**src/rtl/spi_cmd_decoder.sv**
```systemverilog
// -----------------------------------------------------------------------------
// spi_cmd_decoder
//
// Turns the byte stream from an SPI slave bridge into register-bus accesses.
// The first byte of a chip-select window is a command:
//   bit7      : 1 = write, 0 = read
//   bit6      : reserved, ignored
//   bits[5:0] : register address
// A write command is followed by one data byte, which is issued with a
// one-cycle reg_write strobe. A read command issues a one-cycle reg_read
// strobe and loads the returned data into data_out for the bridge to shift
// out on the next transfer.
//
// byte_sync and cs_n come from the sclk domain. Each passes through its own
// SYNC_STAGES-flop synchronizer. A rising edge of the synchronized chip select
// ends the transaction and aborts any half-finished write.
//
// Ports
//   clk        in   system clock, rising edge
//   rst        in   synchronous active-high reset
//   cs_n       in   SPI chip select (async, active low)
//   byte_sync  in   byte-complete flag from the bridge (sclk domain)
//   data_in    in   [7:0] received byte, stable while byte_sync is high
//   data_out   out  [7:0] byte offered to the bridge for the next transmit
//   reg_addr   out  [5:0] register address
//   reg_wdata  out  [7:0] register write data
//   reg_write  out  one-cycle write strobe
//   reg_read   out  one-cycle read strobe
//   reg_rdata  in   [7:0] register read data, sampled in the reg_read cycle
//   busy       out  high whenever the FSM is not in IDLE
// -----------------------------------------------------------------------------
module spi_cmd_decoder #(
    parameter int SYNC_STAGES = 2
) (
    input  logic       clk,
    input  logic       rst,
    input  logic       cs_n,
    input  logic       byte_sync,
    input  logic [7:0] data_in,
    output logic [7:0] data_out,
    output logic [5:0] reg_addr,
    output logic [7:0] reg_wdata,
    output logic       reg_write,
    output logic       reg_read,
    input  logic [7:0] reg_rdata,
    output logic       busy
);

    typedef enum logic [1:0] {
        IDLE    = 2'd0,
        CMD_WR  = 2'd1,
        RD_WAIT = 2'd2
    } state_t;

    state_t state_reg, state_next;

    // -------------------------------------------------------------------------
    // Synchronizers and edge detection
    // -------------------------------------------------------------------------
    logic [SYNC_STAGES-1:0] bs_sync_reg;
    logic [SYNC_STAGES-1:0] cs_sync_reg;
    logic                   bs_prev_reg;
    logic                   cs_prev_reg;

    always_ff @(posedge clk) begin
        if (rst) begin
            bs_sync_reg <= '0;
            cs_sync_reg <= '1;   // chip select idles deasserted
            bs_prev_reg <= 1'b0;
            cs_prev_reg <= 1'b1;
        end else begin
            bs_sync_reg <= {bs_sync_reg[SYNC_STAGES-2:0], byte_sync};
            cs_sync_reg <= {cs_sync_reg[SYNC_STAGES-2:0], cs_n};
            bs_prev_reg <= bs_sync_reg[SYNC_STAGES-1];
            cs_prev_reg <= cs_sync_reg[SYNC_STAGES-1];
        end
    end

    logic bs_synced;
    logic cs_high;
    logic byte_valid;
    logic cs_rise;

    assign bs_synced  = bs_sync_reg[SYNC_STAGES-1];
    assign cs_high    = cs_sync_reg[SYNC_STAGES-1];
    assign byte_valid = bs_synced & ~bs_prev_reg;
    assign cs_rise    = cs_high & ~cs_prev_reg;

    // -------------------------------------------------------------------------
    // Captured byte and deferred command
    // -------------------------------------------------------------------------
    // byte_reg keeps the last received byte. If a byte lands while the FSM is
    // in RD_WAIT, pend_reg marks it so IDLE decodes it from byte_reg on the
    // next cycle instead of losing it.
    logic [7:0] byte_reg;
    logic       pend_reg, pend_next;

    always_ff @(posedge clk) begin
        if (rst) begin
            byte_reg <= 8'h00;
        end else if (byte_valid) begin
            byte_reg <= data_in;
        end
    end

    // Any byte seen while chip select is high is discarded. Because cs_rise
    // implies cs_high, this also makes an abort win over a coincident byte.
    logic       cmd_valid;
    logic [7:0] cmd_byte;

    assign cmd_valid = (byte_valid | pend_reg) & ~cs_high;
    assign cmd_byte  = pend_reg ? byte_reg : data_in;

    // -------------------------------------------------------------------------
    // FSM: state register
    // -------------------------------------------------------------------------
    always_ff @(posedge clk) begin
        if (rst) begin
            state_reg <= IDLE;
        end else begin
            state_reg <= state_next;
        end
    end

    // -------------------------------------------------------------------------
    // FSM: next-state logic
    // -------------------------------------------------------------------------
    always_comb begin
        state_next = state_reg;
        if (cs_rise) begin
            state_next = IDLE;
        end else begin
            case (state_reg)
                IDLE: begin
                    if (cmd_valid) begin
                        state_next = cmd_byte[7] ? CMD_WR : RD_WAIT;
                    end
                end
                CMD_WR: begin
                    if (cmd_valid) begin
                        state_next = IDLE;
                    end
                end
                RD_WAIT: begin
                    state_next = IDLE;
                end
                default: begin
                    state_next = IDLE;
                end
            endcase
        end
    end

    // -------------------------------------------------------------------------
    // FSM: output logic (next values of the registered outputs)
    // -------------------------------------------------------------------------
    logic [7:0] data_out_reg,  data_out_next;
    logic [5:0] reg_addr_reg,  reg_addr_next;
    logic [7:0] reg_wdata_reg, reg_wdata_next;
    logic       reg_write_reg, reg_write_next;
    logic       reg_read_reg,  reg_read_next;

    always_comb begin
        data_out_next  = data_out_reg;
        reg_addr_next  = reg_addr_reg;
        reg_wdata_next = reg_wdata_reg;
        reg_write_next = 1'b0;
        reg_read_next  = 1'b0;
        pend_next      = 1'b0;

        // reg_read is high during RD_WAIT, so reg_rdata is valid here. The
        // strobe has already been issued, so the data is kept even if the
        // window closes in this cycle.
        if (state_reg == RD_WAIT) begin
            data_out_next = reg_rdata;
        end

        if (!cs_rise) begin
            case (state_reg)
                IDLE: begin
                    if (cmd_valid) begin
                        reg_addr_next = cmd_byte[5:0];
                        reg_read_next = ~cmd_byte[7];
                    end
                end
                CMD_WR: begin
                    if (cmd_valid) begin
                        reg_wdata_next = cmd_byte;
                        reg_write_next = 1'b1;
                    end
                end
                RD_WAIT: begin
                    pend_next = cmd_valid;
                end
                default: begin
                end
            endcase
        end
    end

    always_ff @(posedge clk) begin
        if (rst) begin
            data_out_reg  <= 8'h00;
            reg_addr_reg  <= 6'd0;
            reg_wdata_reg <= 8'h00;
            reg_write_reg <= 1'b0;
            reg_read_reg  <= 1'b0;
            pend_reg      <= 1'b0;
        end else begin
            data_out_reg  <= data_out_next;
            reg_addr_reg  <= reg_addr_next;
            reg_wdata_reg <= reg_wdata_next;
            reg_write_reg <= reg_write_next;
            reg_read_reg  <= reg_read_next;
            pend_reg      <= pend_next;
        end
    end

    assign data_out  = data_out_reg;
    assign reg_addr  = reg_addr_reg;
    assign reg_wdata = reg_wdata_reg;
    assign reg_write = reg_write_reg;
    assign reg_read  = reg_read_reg;
    assign busy      = (state_reg != IDLE);

endmodule

```
**config.mk**
```make
export PLATFORM = sky130hd
export DESIGN_NAME = spi_cmd_decoder
export DESIGN_NICKNAME = d
export VERILOG_FILES = /design/src/rtl/spi_cmd_decoder.sv
export SDC_FILE = /design/constraint.sdc
export NUM_CORES = 1
export LEC_CHECK = 0
export CAP_MARGIN = 30
export CELL_PAD_IN_SITES_DETAIL_PLACEMENT = 1
export CELL_PAD_IN_SITES_GLOBAL_PLACEMENT = 1
export CORE_MARGIN = 1
export CORE_UTILIZATION = 37
export DETAILED_ROUTE_END_ITERATION = 8
export GPL_TIMING_DRIVEN = 0
export PLACE_DENSITY_LB_ADDON = 0.1
export SYNTH_ARGS = -nofsm -noshare
export SYNTH_HDL_FRONTEND = slang
export SYNTH_SLANG_ARGS = --single-unit
```
**constraint.sdc**
```tcl
create_clock -name clk -period 2.09 [get_ports clk]
set_input_delay 0.209 -clock clk [delete_from_list [all_inputs] [get_ports clk]]
set_output_delay 0.209 -clock clk [all_outputs]
set_load 0.05 [all_outputs]
```
Yosys cells after proc, flatten, opt, wreduce, memory -nomap -nowiden
Index checks and enable logic that the tools add are counted.
{"block": "op_classes", "n_reduce_logical": 9, "n_bitwise": 13, "mux": 6, "eq_ne": 4}
{"operator": "NOT 1 bit", "n": 9}
{"operator": "two-way mux 8 bit", "n": 1}
{"operator": "two-way mux 2 bit", "n": 3}
{"operator": "AND reduction 3 bit", "n": 2}
{"operator": "OR reduction 3 bit", "n": 2}
{"operator": "!= test 2 bit, second input constant", "n": 2}
{"operator": "case mux 2 bit (2 select lines)", "n": 1}
{"operator": "OR reduction 4 bit", "n": 1}
{"operator": "AND 1 bit", "n": 3}
{"operator": "== test 2 x 1 -> 1 bit, second input constant", "n": 1}
{"operator": "== test 2 bit, second input constant", "n": 1}
{"operator": "zero test 2 bit", "n": 1}
{"operator": "AND reduction 2 bit", "n": 1}
{"operator": "nonzero test 2 bit", "n": 1}
{"operator": "OR reduction 2 bit", "n": 1}
{"operator": "two-way mux 1 bit", "n": 1}
{"operator": "bitwise OR 1 bit", "n": 1}
{"block": "word_totals", "inputBits": 20, "ff_bits": 41, "output_inout_bits": 25}

Longest topological paths before layout
{"block": "logic_depth", "depth_word": 6, "ltp_mapped": 6, "depth_no_buf": 4}

Worst setup path after synthesis
Ideal clock, no wire load.
{"block": "synth_timing", "kind": "register -> register", "startpoint": "register state_reg[1]", "endpoint": "register reg_addr_reg[4], in the netlist reg_addr[4]", "path_stages_with_launch": 6, "required_ns": 2.004, "setup_slack_ns": 0.472, "synth_period_minus_slack_ns": 1.618, "arrival_time_ns": 1.533, "setup_ns": 0.086, "cell_sequence": "dfxtp_1 > or2_1 > a211oi_4 > buf_4 > nor2_1 > a211oi_1"}
{"block": "synth_via", "elab_chain_cells": 2}
{"item": "from (decl)", "line_no": "55", "rtl": "state_t state_reg, state_next;"}
{"item": "from (signal assigned)", "line_no": "121", "rtl": "state_reg <= state_next;"}
{"item": "zero test 2 bit", "line_no": "179", "rtl": "case (state_reg)"}
{"item": "AND reduction 3 bit (no source line)"}
{"item": "to (signal assigned)", "line_no": "211", "rtl": "reg_addr_reg <= reg_addr_next;"}
{"item": "to (decl)", "line_no": "158", "rtl": "logic [5:0] reg_addr_reg, reg_addr_next;"}
Every way passes these cells.
A chain may end at the register's enable or synchronous reset.

Final worst setup path
{"block": "layout_timing", "startpoint": "register state_reg[1]", "endpoint": "output busy"}
{"block": "layout_via", "elab_chain_cells": 1}
{"item": "nonzero test 2 bit", "line_no": "224", "rtl": "assign busy = (state_reg != IDLE);"}
{"item": "to (decl)", "line_no": "46", "rtl": "output logic busy"}
Every way passes these cells.

==> out/results.txt <==
status: completed
pwr dens: 686 mW/mm^2
syn_nets: 180
worst setup path startpoint: state_reg[1]
Wirelength per Cell: 13.9 um
Cell variety after synth: 23
Hold Violations, Final: 0
GR Overflow Total: 0
Synth Register Bits: 41
crit path launch type: flip-flop
I/O pins: 45
Synth warnings: 0
met2 WL: 1.75 mm
hold crit path type: reg2reg
Max-cap violations: 0
DRC errors left: 0
metal3 WL: 146 um
ys async rst share: 0%
highest metal used: met4
Hold-fix buffers, CTS: 0
crit path DAT: 1760 ps
Worst-Skew Late Latency: 290 ps
Pre-antenna DRT Iters: 4
GPL Wtd Cong: 0.768
Die Ht: 66.3 um
clk root buf: clkbuf_8
Top FF cell, synth: dfxtp_1
fin crit share: 94.2%
Setup WS pre-CTS: 393 ps
GRT Overall Usage: 18.8%
number of nets still failing antenna checks after routing: 0
fillcell total: 454
postcts setup bufs: 0
Nets: 231
peak supply drop: 0.000332 V
final setup fails: 0
final WL: 3.63 mm
commonest non-fill, non-tap cell in the layout: clkdlybuf4s50_1
Initial Util: 38.3%
Max FO, Critical Path: 5
Worst-Margin Slew: 650 ps
Leak: 0.714 nW
chip width: 66.3 um
Syn Inst Count: 160
syn_area_per_cell: 9.57 um^2
CTS Buf Count: 5
clock-pin slew on the worst setup and hold paths: 80 ps
initial antenna violation count: 0
Ant. Diodes: 0
beginning of the worst hold path: cs_sync_reg[0]
r2r startpoint: pend_reg
Crit Path Category: reg2out
H-tree Lvls: 2
most frequent cells in the layout: clkdlybuf4s50_1, dfxtp_1, nand2_1, a21oi_1, nor2_1
min Tclk post-route: 1970 ps
CTS Buffer Depth: 2
post-route setup slack: 122 ps
DR iter-0 viols: 28
CP required: 1880 ps
Post-Syn Area: 0.00153 mm^2
WL met1: 1.68 mm
via count of the first global-routing pass: 1235
fmax: 508 MHz
# port buffers: 44
detailed placement HPWL: 2.70 mm
Core Footprint: 0.00400 mm^2
worst-case clock skew: 5.38 ps
DR vias: 1280
Core Rows: 23
TritonCTS clock tree: built
share of cells above drive strength 1: 11.3%
RSZ-0062 raised after global routing: no
Setup TNS: 0 ps
hold slack final: 413 ps
full die area: 0.00440 mm^2
fin. max-slew vios: 0
CP endpoint kind: output port
DR vias/cell: 4.89
Seq/Total Area, Yosys: 53.6%
clock sinks: 41
EDFF count, synth: 0
first-pass GRT wire length: 5.98 mm
Synth-to-Final Area Change: 39.5%
largest net degree at the start of global routing: 13
post-CTS sizing: 0
Worst slew margin: 56.6%
-- cell type report --
type	count	area (um^2)	area share (%)
plain buffers	10	68.8	3.22
clock buffers	7	96.3	4.51
clock inverters	1	5.00	0.234
inverters	3	16.3	0.762
multi-input cells	106	626	29.3
flip-flops and latches	41	821	38.4
well taps	50	62.6	2.93
repair buffers	44	440	20.6
-- metal layers --
metal,track usage [%],vias up
li1,-,640
met4,7.18,0
met5,0,-
met2,30.5,28
met3,6.03,6
met1,23.0,606
-- kinds of logic after synthesis --
kind of cell	Yosys count	synth area share (%)
buf+inv	13	5.55
simple gates	63	18.8
mux	9	5.88
compound gates	34	16.2
flops	41	53.6
-- metrics by stage --
| step | instance area [um^2] | std cells | power, mW | utilization [%] |
|---|---|---|---|---|
| finish | 2140 | 262 | 1.47 | 53.4 |
| global route | 2140 | 262 | 1.53 | 53.4 |
| floorplan | 1530 | 160 | 0.863 | - |
| global placement | 2030 | 254 | 0.915 | 50.9 |
| detailed placement | 2030 | 254 | 0.919 | 50.9 |
| CTS | 2140 | 262 | 1.48 | 53.4 |
-- path summary, 6_finish.rpt --
path | slack, ps | depth (start not counted) | end
max | 120 | 2 | busy
min | 410 | 1 | cs_sync_reg[1]
max reg2reg | 380 | 6 | reg_wdata[7]
min reg2reg | 410 | 1 | cs_sync_reg[1]
-- cell usage after synthesis, types with 2 or more instances --
master,n,area (um^2)
dfxtp_1,41,821
nand2_1,33,124
a21oi_1,18,90.1
nor2_1,14,52.6
a211oi_1,13,97.6
mux2i_1,9,90.1
nor2b_1,5,31.3
clkbuf_1,4,15.0
buf_6,3,33.8
or2_2,3,18.8
and3_1,2,12.5
buf_4,2,15.0
inv_1,2,7.51
nor3b_1,2,15.0
-- report_power, final --
| group | switching [mW] | total [mW] | leakage (nW) | internal (mW) |
|---|---|---|---|---|
| Sequential | 0.00710 | 0.799 | 0.332 | 0.792 |
| Combinational | 0.0474 | 0.100 | 0.328 | 0.0528 |
| Clock | 0.267 | 0.566 | 0.0542 | 0.298 |
| Total | 0.322 | 1.47 | 0.714 | 1.14 |
-- worst max-delay path, cell delays in order (launching register included) --
cell	delay [ps]
dfxtp_1	420
or2_1	220
clkdlybuf4s50_1	820
Note: power is estimated with default switching activity, not from simulation.
